## config.mk

```make
export PLATFORM = sky130hd
export DESIGN_NAME = nibble_serial_add_ctrl
export DESIGN_NICKNAME = d
export VERILOG_FILES = /design/src/rtl/nibble_serial_add_ctrl.sv
export SDC_FILE = /design/constraint.sdc
export NUM_CORES = 1
export LEC_CHECK = 0
export CAP_MARGIN = 5
export CORE_MARGIN = 8
export CORE_UTILIZATION = 40
export DETAILED_ROUTE_END_ITERATION = 7
export PLACE_DENSITY = 0.62
export SETUP_SLACK_MARGIN = 0.02
export SYNTH_ARGS = -nofsm -noshare
export SYNTH_HDL_FRONTEND = slang
export SYNTH_SLANG_ARGS = --single-unit
export TNS_END_PERCENT = 100
```

## constraint.sdc

```tcl
create_clock -name clk -period 3.6 [get_ports clk]
set_input_delay 0.36 -clock clk [delete_from_list [all_inputs] [get_ports clk]]
set_output_delay 0.36 -clock clk [all_outputs]
set_load 0.01 [all_outputs]
```

## src/rtl/nibble_serial_add_ctrl.sv

```systemverilog
// nibble_serial_add_ctrl: adds wide operands one nibble per clock through a shared four_bit_adder.
// Define SUB_MODE_EN to add the op_sub port (A-B in two's complement).
module four_bit_adder (
    input  logic [3:0] a,
    input  logic [3:0] b,
    input  logic       cin,
    output logic [3:0] s,
    output logic [3:0] c
);
    logic cy;
    always_comb begin
        cy = cin;
        s  = '0;
        c  = '0;
        for (int i = 0; i < 4; i++) begin
            s[i] = a[i] ^ b[i] ^ cy;
            c[i] = (a[i] & b[i]) | (cy & (a[i] ^ b[i]));
            cy   = c[i];
        end
    end
endmodule

module nibble_serial_add_ctrl #(
    parameter int NIBBLES = 4
) (
    input  logic                 clk,
    input  logic                 rst_n,
    input  logic                 start,
    input  logic [4*NIBBLES-1:0] op_a,
    input  logic [4*NIBBLES-1:0] op_b,
    input  logic                 cin,
`ifdef SUB_MODE_EN
    input  logic                 op_sub,
`endif
    output logic                 busy,
    output logic                 done,
    output logic [4*NIBBLES-1:0] sum,
    output logic                 cout,
    output logic                 ovf
);
    localparam int W  = 4 * NIBBLES;
    localparam int IW = $clog2(NIBBLES);

    typedef enum logic [1:0] {IDLE, RUN, DONE} state_t;
    state_t state, state_nx;

    logic [W-1:0]  a_q, b_q;
    logic [IW-1:0] idx;
    logic          carry, inv, cin0, last, accept;
    logic [3:0]    a_nib, b_nib, s, c;

    assign accept = state == IDLE && start;
    assign last   = idx == IW'(NIBBLES - 1);
    assign busy   = state != IDLE;
    assign done   = state == DONE;

`ifdef SUB_MODE_EN
    logic sub_q;
    always_ff @(posedge clk)
        if (!rst_n) sub_q <= 1'b0;
        else if (accept) sub_q <= op_sub;
    assign inv  = sub_q;
    assign cin0 = op_sub | cin;
`else
    assign inv  = 1'b0;
    assign cin0 = cin;
`endif

    assign a_nib = a_q[4*idx +: 4];
    assign b_nib = b_q[4*idx +: 4] ^ {4{inv}};

    four_bit_adder u_add (.a(a_nib), .b(b_nib), .cin(carry), .s(s), .c(c));

    always_ff @(posedge clk)
        if (!rst_n) state <= IDLE;
        else state <= state_nx;

    always_comb begin
        state_nx = IDLE;
        state_nx = state == IDLE ? (start ? RUN : IDLE) :
                   state == RUN  ? (last ? DONE : RUN) : IDLE;
    end

    always_ff @(posedge clk) begin
        if (!rst_n) begin
            a_q   <= '0;
            b_q   <= '0;
            carry <= 1'b0;
            idx   <= '0;
            sum   <= '0;
            cout  <= 1'b0;
            ovf   <= 1'b0;
        end else if (accept) begin
            a_q   <= op_a;
            b_q   <= op_b;
            carry <= cin0;
            idx   <= '0;
            sum   <= '0;
        end else if (state == RUN) begin
            sum[4*idx +: 4] <= s;
            carry           <= c[3];
            if (last) begin
                cout <= c[3];
                ovf  <= c[3] ^ c[2];
            end else begin
                idx <= idx + 1'b1;
            end
        end
    end
endmodule

```

==> metrics.txt, run 1 <==
syn_area_per_cell=9.01 sq um; initial antenna violation count=0; wire per inst=14.0 um; Initial DRC Count=64; crit path from=idx[0]; clock sink count=55; Non-Filler Instances=409; VDD IR max=0.222 mV; Max Cap Viol=0; Clock Latency Late Sink=0.31 ns; ANT nets after route=0; vias in the first global route=2061; Final Hold Fails=0; Vias=2032; H-tree depth=2; Die Height=95.6 um; outcome=finished clean; Max Slew Vio Count=0; reg2reg end=sum[15]; Synth Instances=281; Pre-antenna DRT Iters=4; ys flop type=dfxtp_1; post-CTS sizing=0; Global Route Usage Sum=0.131; layout cells sized above 1=0.0753; number of buffers inserted by port buffering=55; Cells after DPL=401; biggest cell delay along the critical path=0.60 ns; die width=95.6 um; FF+latch count, synth=55; clock buffer count from CTS=5; Avg Vias per Cell=4.97; num rows=29; Crit Reg-Reg Startpoint=idx[0]; highest-delay cell along the critical path=fa_1; async set or reset register ratio after synthesis=0; Setup Buffers After CTS=0; commonest non-fill, non-tap cell in the layout=nand2_1; DR DRC count=0; Cell Pwr Density=394 nW/um^2; reg2reg path depth=11; core area=6240 sq um; Fin Hold WS=0.456 ns; starting density of the core=0.406; Post-DP Area=3110 sq um; min Tclk post-route=2.91 ns; Post-CTS Hold Fix Bufs=0; slack of the worst reg-to-reg path=0.69 ns; Layout Skew=0.00935 ns; post-detail-place hpwl=4320 um; nets=377; most frequent cells in the layout=nand2_1, dfxtp_1, clkdlybuf4s50_1, a21oi_1, inv_1; P&R area growth vs syn=27.3%; Hold Path Class=flop to flop; post-synthesis sequential area ratio=0.435; Synth Cell Area=2530 sq um; max_slew headroom=0.248; crit-path max FO=4; CTS root buf=clkbuf_8; Max Root-Sink Buffers=2; CP Cell Sequence=mux4_1, inv_1, fa_1, inv_1, fa_1, inv_1, fa_1, inv_1, fa_1, nand4_1, a21oi_1; die footprint=9130 sq um; first-pass GRT wire length=9610 um; clock-pin slew on the worst setup and hold paths=0.10 ns; Placer Congestion=0.831; Layout fillers=646; fin area=3220 sq um; Worst Path Required=3.84 ns; TritonCTS clock tree=built; synth warn=0; unrepaired setup endpoints after global routing=false; final period utilization=0.807; startpoint types=flop; syn_nets=327; crit end category=flop; Setup Crit Path Kind=flop to flop; Ports=56; Least-Margin Pin Slew=1.13 ns; Setup TNS=0 ns; fmax=344 MHz; gr ovfl total=0; Pleak=1.18 nW; Post-synth EDFFs=0; final setup violation count=0; Synth cell types=34; number of inserted diodes=0; WL final=5740 um; final total power=0.00127 W; hold_sp=a_q[3]; Arrival @ worst endpoint=3.15 ns; Critical path destination=sum[15]; largest net degree at the start of global routing=38
==> flip-flops by register name (all words and copies together), names as in the netlist <==
| register | count |
|---|---|
| a_q | 16 |
| b_q | 16 |
| carry | 1 |
| cout | 1 |
| idx | 2 |
| ovf | 1 |
| state | 2 |
| sum | 16 |
==> power breakdown <==
group | leakage [nW] | total, W | internal, W | switching (W)
clock network | 0.0612 | 0.000429 | 0.000225 | 0.000203
logic | 0.671 | 0.000192 | 0.0000956 | 0.0000964
registers | 0.449 | 0.000649 | 0.000634 | 0.0000143
total | 1.18 | 0.00127 | 0.000955 | 0.000314
==> worst min path at each step <==
stage                          to  cells after the start  slack [ns]
after floorplan            a_q[4]                      2        0.43
after global placement    b_q[15]                      2        0.44
after detailed placement  b_q[11]                      2        0.44
after CTS                 b_q[11]                      2        0.46
after global routing       sum[8]                      2        0.48
final                      a_q[3]                      2        0.46
==> final cells by class <==
class | instances | area [sq um] | share of cell area
Multi-Input combinational cell | 198 | 1280 | 0.397
Tap cell | 77 | 96.3 | 0.0299
Clock buffer | 6 | 82.6 | 0.0256
Sequential cell | 55 | 1100 | 0.342
Timing Repair Buffer | 60 | 588 | 0.182
Inverter | 11 | 41.3 | 0.0128
Clock inverter | 2 | 35.0 | 0.0109
==> cells by family (layout without fill, tap and decap cells) <==
group | count (synthesis) | in the layout | share of synthesized area
flops | 55 | 55 | 0.435
xor+xnor | 2 | 2 | 0.00692
simple gates | 124 | 124 | 0.243
fa+ha+maj | 10 | 10 | 0.0613
buf+inv | 28 | 79 | 0.0627
compound gates | 51 | 51 | 0.104
mux | 11 | 11 | 0.0875
==> metrics by stage <==
step           utilization  setup WS, ns
6_report             0.516         0.694
5_1_grt              0.516         0.532
3_5_place_dp         0.498         0.726
3_3_place_gp         0.498         0.779
2_1_floorplan            -         0.735
4_1_cts              0.516         0.690
==> synth_stat cells (2+ instances only) <==
| cell | instances | area share |
|---|---|---|
| mux4_1 | 3 | 0.031 |
| nor3b_2 | 3 | 0.015 |
| fa_1 | 4 | 0.032 |
| inv_1 | 10 | 0.015 |
| a21oi_1 | 48 | 0.095 |
| ha_1 | 6 | 0.030 |
| nand2_1 | 79 | 0.12 |
| nand4_1 | 5 | 0.012 |
| nor2b_1 | 4 | 0.0099 |
| and3b_1 | 2 | 0.0069 |
| nand3_1 | 2 | 0.0040 |
| mux2i_1 | 3 | 0.012 |
| buf_6 | 6 | 0.027 |
| nand4b_1 | 4 | 0.014 |
| nor2_1 | 8 | 0.012 |
| nand3b_1 | 7 | 0.021 |
| clkbuf_1 | 3 | 0.0044 |
| xnor2_1 | 2 | 0.0069 |
| nand2b_1 | 2 | 0.0049 |
| dfxtp_1 | 55 | 0.43 |
| mux4_2 | 5 | 0.044 |
| or4_1 | 2 | 0.0059 |
| buf_2 | 7 | 0.014 |
==> metal layers <==
metal / track usage / vias to the layer above / share of wire
met5: 0 / - / 0
met4: 0.0423 / 0 / 0.012
met3: 0.0283 / 9 / 0.046
met2: 0.219 / 42 / 0.47
met1: 0.164 / 929 / 0.47
li1: - / 1052 / -
==> critical path, delay by kind of cell (launching register included) <==
family	cells	cell delay (ns)
buf+inv	4	0.28
simple gates	1	0.11
fa+ha+maj	4	1.30
mux	1	0.58
flops	1	0.42
compound gates	1	0.16
No activity file was read; power rests on OpenSTA's default activity.
==> run 2, diff against run 1 <==
--- a/config.mk
+++ b/config.mk
@@ -9,7 +9,7 @@
 export CORE_MARGIN = 8
 export CORE_UTILIZATION = 40
 export DETAILED_ROUTE_END_ITERATION = 7
-export PLACE_DENSITY = 0.62
+export PLACE_DENSITY = 0.64
 export SETUP_SLACK_MARGIN = 0.02
 export SYNTH_ARGS = -nofsm -noshare
 export SYNTH_HDL_FRONTEND = slang
==> constraint.sdc (replaced) <==
create_clock -name clk -period 2.4 [get_ports clk]
set_input_delay 0.24 -clock clk [delete_from_list [all_inputs] [get_ports clk]]
set_output_delay 0.24 -clock clk [all_outputs]
set_load 0.01 [all_outputs]
==> run 2 against run 1 <==
Effect of this change: the run now ends with setup timing left; via count is 1.6% higher; combinational power is 58% higher; count of clock-buffer cells in the layout is 1 lower; global-route usage is 0.078 points higher; critical path type unchanged; critical endpoint is now sum[3]; largest cell class unchanged.
==> metrics.txt, run 2 (synthesized netlist as in run 1, its figures left out) <==
Setup Crit Path Kind=flop to flop; WL final=5670 um (-1.1%); Die Height=95.6 um (unchanged); number of buffers inserted by port buffering=55 (unchanged); pre-CTS WS=-0.282 ns (-1.01 ns); die width=95.6 um (unchanged); layout cells sized above 1=0.134 (+0.0586); sw power=0.000496 W (+58%); Fin Hold WS=0.457 ns (+0.000694 ns); CTS root buf=clkbuf_8; most frequent cells in the layout=nand2_1, clkdlybuf4s50_1, dfxtp_1, a21oi_1, nor2_1; sequential share of power=0.537 (+0.026); vias in the first global route=2034 (-1.3%); Vias=2064 (+1.6%); final period utilization=1.14 (+0.329); first-pass GRT wire length=9540 um (-0.79%); Final Hold Fails=0 (unchanged); gr ovfl total=0 (unchanged); fin area=3270 sq um (+1.4%); Max Cap Viol=0 (unchanged); crit-path max FO=4 (unchanged); crit end category=flop; P&R area growth vs syn=29.1%; die footprint=9130 sq um (unchanged); outcome=finished with violations; max_slew headroom=0.579 (+0.331); starting density of the core=0.406 (unchanged); slack of the worst reg-to-reg path=-0.33 ns (-1.02 ns); Max Slew Vio Count=0 (unchanged); unrepaired setup endpoints after global routing=true; nets=381 (+1.1%); Pre-antenna DRT Iters=4 (unchanged); Top Registers=a_q: 16 flops, b_q: 16 flops, sum: 16 flops; reg2reg path depth=11 (unchanged); commonest non-fill, non-tap cell in the layout=nand2_1; Hold Path Class=flop to flop; Initial DRC Count=59 (-7.8%); Max Root-Sink Buffers=2 (unchanged); clock buffer count from CTS=5 (unchanged); final setup violation count=11 (+11); Placer Congestion=0.786 (-5.5%); setup ws final=-0.326 ns (-1.02 ns); Global Route Usage Sum=0.132 (+0.000776); Setup TNS=-2.32 ns (-2.32 ns); Crit Reg-Reg Startpoint=idx[0]; failing checks=setup timing; clock-pin slew on the worst setup and hold paths=0.10 ns (about the same); largest net degree at the start of global routing=38 (unchanged); Power Internal=0.00132 W (+39%); Least-Margin Pin Slew=0.630 ns (-0.498 ns); Worst Path Required=2.65 ns (-1.19 ns); Ports=56 (unchanged); num rows=29 (unchanged); reg2reg end=sum[3]; final total power=0.00182 W (+43%); hold_sp=sum[5]; VDD IR max=0.324 mV (+46%); Hold Crit Depth=2 (unchanged); Clock Latency Late Sink=0.31 ns (about the same); Comb power frac=0.166 (+0.015); number of inserted diodes=0 (unchanged); wire per inst=13.7 um (-2.1%); Cell Pwr Density=557 nW/um^2 (+41%); fmax=367 MHz (+6.6%); Worst Hold End=sum[5]; min Tclk post-route=2.73 ns (-0.180 ns); sw frac=0.273 (+0.0254); DR DRC count=0 (unchanged); core area=6240 sq um (unchanged); Avg Vias per Cell=5.00 (+0.59%); Post-DP Area=3140 sq um (+1.2%); clock sink count=55 (unchanged); Layout Skew=0.00833 ns (-0.00102 ns); Arrival @ worst endpoint=2.98 ns (-0.17 ns); post-detail-place hpwl=4270 um (-1.1%); initial antenna violation count=0 (unchanged); startpoint types=flop; Pleak=1.17 nW (-0.57%); ANT nets after route=0 (unchanged); TritonCTS clock tree=built; H-tree depth=2 (unchanged); clock power share=0.296 (-0.042)
==> run 2: changes by cell type in the layout (fill, tap and decap cells not counted), moves of 2 or more <==
cell / change
buf_6: +2
buf_4: +2
a21oi_1: -2
fa_2: +4
inv_2: +4
inv_1: -4
inv_6: +2
fa_1: -4
mux4_2: +2
mux4_1: -2
a21oi_2: +2
==> run 2: worst max-delay path, stage by stage (launching register included) <==
cell and delay, ns:
dfxtp_4 0.38, mux4_2 0.50, inv_2 0.07, fa_2 0.19, inv_2 0.04, fa_2 0.32
inv_2 0.06, fa_2 0.21, inv_2 0.04, fa_2 0.57, nand4_1 0.13, a21oi_2 0.15
==> run 2: power by group through the flow <==
| stage | logic [W] | registers, W | clock network [W] |
|---|---|---|---|
| after floorplan | 0.000196 | 0.000989 | 0 |
| after global placement | 0.000294 | 0.000999 | 0 |
| after detailed placement | 0.000298 | 0.000999 | 0 |
| after CTS | 0.000301 | 0.000978 | 0.000557 |
| after global routing | 0.000337 | 0.000985 | 0.000585 |
| final | 0.000303 | 0.000978 | 0.000539 |
==> run 2: metal layers <==
| layer | up-vias | global-route usage | wire [um] |
|---|---|---|---|
| li1 | 1056 | - | - |
| met1 | 955 | 0.164 | 2650 |
| met2 | 48 | 0.217 | 2670 |
| met3 | 5 | 0.0378 | 292 |
| met4 | 0 | 0.0397 | 61 |
| met5 | - | 0 | 0 |
==> run 2: worst max path at each step <==
| stage | start | to | slack [ns] | cells past startpoint |
|---|---|---|---|---|
| CTS | idx[0] | sum[7] | -0.30 | 11 |
| finish | idx[0] | sum[3] | -0.33 | 11 |
| global placement | idx[0] | sum[3] | -0.24 | 9 |
| global route | idx[0] | sum[3] | -0.47 | 11 |
| detailed placement | idx[0] | sum[3] | -0.28 | 11 |
| floorplan | idx[0] | sum[6] | -0.32 | 10 |
==> run 2: area by class of cell <==
class | count | area (sq um)
Clock buffer | 5 | 68.8
Clock inverter | 3 | 26.3
Fill cell | 585 | 2970
Inverter | 11 | 41.3
Multi-Input combinational cell | 198 | 1310
Sequential cell | 55 | 1100
Tap cell | 77 | 96.3
Timing Repair Buffer | 64 | 626
==> run 2: stage by stage <==
step | utilization | cells
4_1_cts | 0.520 | 413
2_1_floorplan | - | 281
3_3_place_gp | 0.504 | 405
6_report | 0.524 | 413
3_5_place_dp | 0.504 | 405
5_1_grt | 0.524 | 413
==> run 2: repair_timing <==
item                                    in CTS  in global routing
resized for setup                            2                  6
pin swaps                                    2                  3
endpoints found under the setup margin      11                 11
buffers inserted                             0                  0
hold buffers                                 0                  0
==> run 3, diff against run 2 <==
--- a/config.mk
+++ b/config.mk
@@ -6,11 +6,12 @@
 export NUM_CORES = 1
 export LEC_CHECK = 0
 export CAP_MARGIN = 5
-export CORE_MARGIN = 8
+export CORE_MARGIN = 4
 export CORE_UTILIZATION = 40
 export DETAILED_ROUTE_END_ITERATION = 7
 export PLACE_DENSITY = 0.64
 export SETUP_SLACK_MARGIN = 0.02
+export SLEW_MARGIN = 5
 export SYNTH_ARGS = -nofsm -noshare
 export SYNTH_HDL_FRONTEND = slang
 export SYNTH_SLANG_ARGS = --single-unit
==> run 3 against run 2 <==
Effect of this change: the flow still finishes with violations (setup timing); critical path depth fell by 2; design area rose by 1.3%; core utilization rose by 2.6 points; critical endpoint is now sum[6]; largest cell class unchanged; largest power group unchanged.
==> metrics.txt, run 3 (synthesized netlist as in run 1, its figures left out) <==
outcome=finished with violations; failing checks=setup timing; biggest cell delay along the critical path=0.50 ns (-0.07 ns); Layout Skew=0.00713 ns (-0.00120 ns); DR DRC count=0 (unchanged); VDD IR max=0.234 mV (-28%); Final Hold Fails=0 (unchanged); Arrival @ worst endpoint=2.94 ns (-0.04 ns); setup ws final=-0.299 ns (+0.0275 ns); starting density of the core=0.420 (+0.0145); Pre-antenna DRT Iters=4 (unchanged); number of buffers and inverters on the critical path=3 (-1); clock power share=0.359 (+0.063); Die Height=87.6 um (-8.4%); commonest non-fill, non-tap cell in the layout=nand2_1; Hold Path Class=flop to flop; Setup Buffers After CTS=0 (unchanged); clock-pin slew on the worst setup and hold paths=0.10 ns (about the same); post-detail-place hpwl=4070 um (-4.5%); clock sink count=55 (unchanged); number of buffers inserted by port buffering=55 (unchanged); unrepaired setup endpoints after global routing=true; vias in the first global route=1886 (-7.3%); die width=87.6 um (-8.4%); highest-delay cell along the critical path=mux4_2; first-pass GRT wire length=8950 um (-6.1%); Clock Latency Late Sink=0.31 ns (about the same); gr ovfl total=0 (unchanged); Setup TNS=-2.20 ns (+0.120 ns); CTS root buf=clkbuf_8; number of inserted diodes=0 (unchanged); Initial DRC Count=61 (+3.4%); Top Registers=a_q: 16 flops, b_q: 16 flops, sum: 16 flops; layout cells sized above 1=0.136 (+0.00257); fmax=371 MHz (+1.0%); Worst Path Required=2.64 ns (about the same); wire per inst=13.3 um (-3.0%); crit end category=flop; largest net degree at the start of global routing=38 (unchanged); Max Root-Sink Buffers=2 (unchanged); core area=6030 sq um (-3.4%); min Tclk post-route=2.70 ns (-0.0275 ns); Max Cap Viol=0 (unchanged); Power Internal=0.00153 W (+15%); crit-path max FO=3 (-1); Ports=56 (unchanged); sw power=0.000474 W (-4.4%); Setup Crit Path Kind=flop to flop; WL final=5490 um (-3.2%); Non-Filler Instances=412 (-0.24%); sequential share of power=0.488 (-0.049); max_slew headroom=0.555 (-0.0242); Placer Congestion=0.845 (+7.5%); num rows=28 (-3.4%); Avg Vias per Cell=4.94 (-1.1%); Global Route Usage Sum=0.148 (+0.0156); Cells after DPL=404 (-0.25%); CP Cell Sequence=mux4_2, inv_2, fa_2, inv_2, fa_2, inv_2, fa_2, or4_1, a21oi_1; Layout fillers=592 (+1.2%); Least-Margin Pin Slew=0.666 ns (+0.0362 ns); Cell Pwr Density=605 nW/um^2 (+8.6%); die footprint=7670 sq um (-16%); ANT nets after route=0 (unchanged); Max Slew Vio Count=0 (unchanged); nets=382 (+0.26%); final setup violation count=11 (unchanged); Pleak=1.19 nW (+1.7%); final period utilization=1.12 (-0.0114); TritonCTS clock tree=built; Vias=2036 (-1.4%); clock buffer count from CTS=5 (unchanged); delay-heaviest family, CP=adder cells; H-tree depth=2 (unchanged); most frequent cells in the layout=nand2_1, clkdlybuf4s50_1, dfxtp_1, a21oi_1, buf_4; P&R area growth vs syn=30.8%; sw frac=0.237 (-0.0357); Comb power frac=0.153 (-0.013); startpoint types=flop; initial antenna violation count=0 (unchanged)
run 3: cell type report:
cell class / count / area (sq um) / area share
clock buffers: 6 / 72.6 / 0.0219
clock inverters: 2 / 60.1 / 0.0181
inverters: 11 / 41.3 / 0.0125
multi-input cells: 198 / 1310 / 0.396
flip-flops and latches: 55 / 1100 / 0.334
well taps: 75 / 93.8 / 0.0283
repair buffers: 65 / 629 / 0.190
run 3: power by group through the flow:
stage | registers [W] | clock network, W | logic [W]
floorplan | 0.000989 | 0 | 0.000196
finish | 0.000978 | 0.000718 | 0.000306
global route | 0.000983 | 0.000762 | 0.000338
detailed placement | 0.00100 | 0 | 0.000302
CTS | 0.000979 | 0.000723 | 0.000306
global placement | 0.00100 | 0 | 0.000298
run 3: path summary, 6_finish.rpt:
check	from	slack, ns	endpoint	depth (start not counted)
setup / recovery	idx[0]	-0.30	sum[6]	9
hold / removal	a_q[3]	0.46	a_q[3]	2
setup reg to reg	idx[0]	-0.30	sum[6]	9
hold reg to reg	a_q[3]	0.46	a_q[3]	2
run 3: timing repair:
action / 4_1_cts / 5_1_grt
pin swaps: 2 / 2
gates resized for setup: 3 / 5
hold buffers: 0 / 0
setup endpoints to repair: 11 / 11
run 3: worst reg2reg max path: stages (launching register included):
cell     delay (ns)
dfxtp_4        0.37
mux4_2         0.50
inv_2          0.07
fa_2           0.19
inv_2          0.04
fa_2           0.32
inv_2          0.07
fa_2           0.45
or4_1          0.49
a21oi_1        0.13
run 3: through the flow:
step	area (sq um)	power [W]	worst slack [ns]	hold slack [ns]	util
floorplan	2550	0.00118	-0.323	0.376	-
detailed placement	3150	0.00130	-0.274	0.447	0.523
global route	3310	0.00208	-0.435	0.464	0.550
finish	3310	0.00200	-0.299	0.457	0.550
global placement	3150	0.00130	-0.243	0.440	0.523
CTS	3300	0.00201	-0.303	0.461	0.547
run 3: per-layer routing:
metal	track usage	vias up	share of wire
met5	0	-	0
met4	0.0377	0	0.010
met3	0.0367	6	0.055
met2	0.240	53	0.46
met1	0.197	918	0.48
li1	-	1059	-
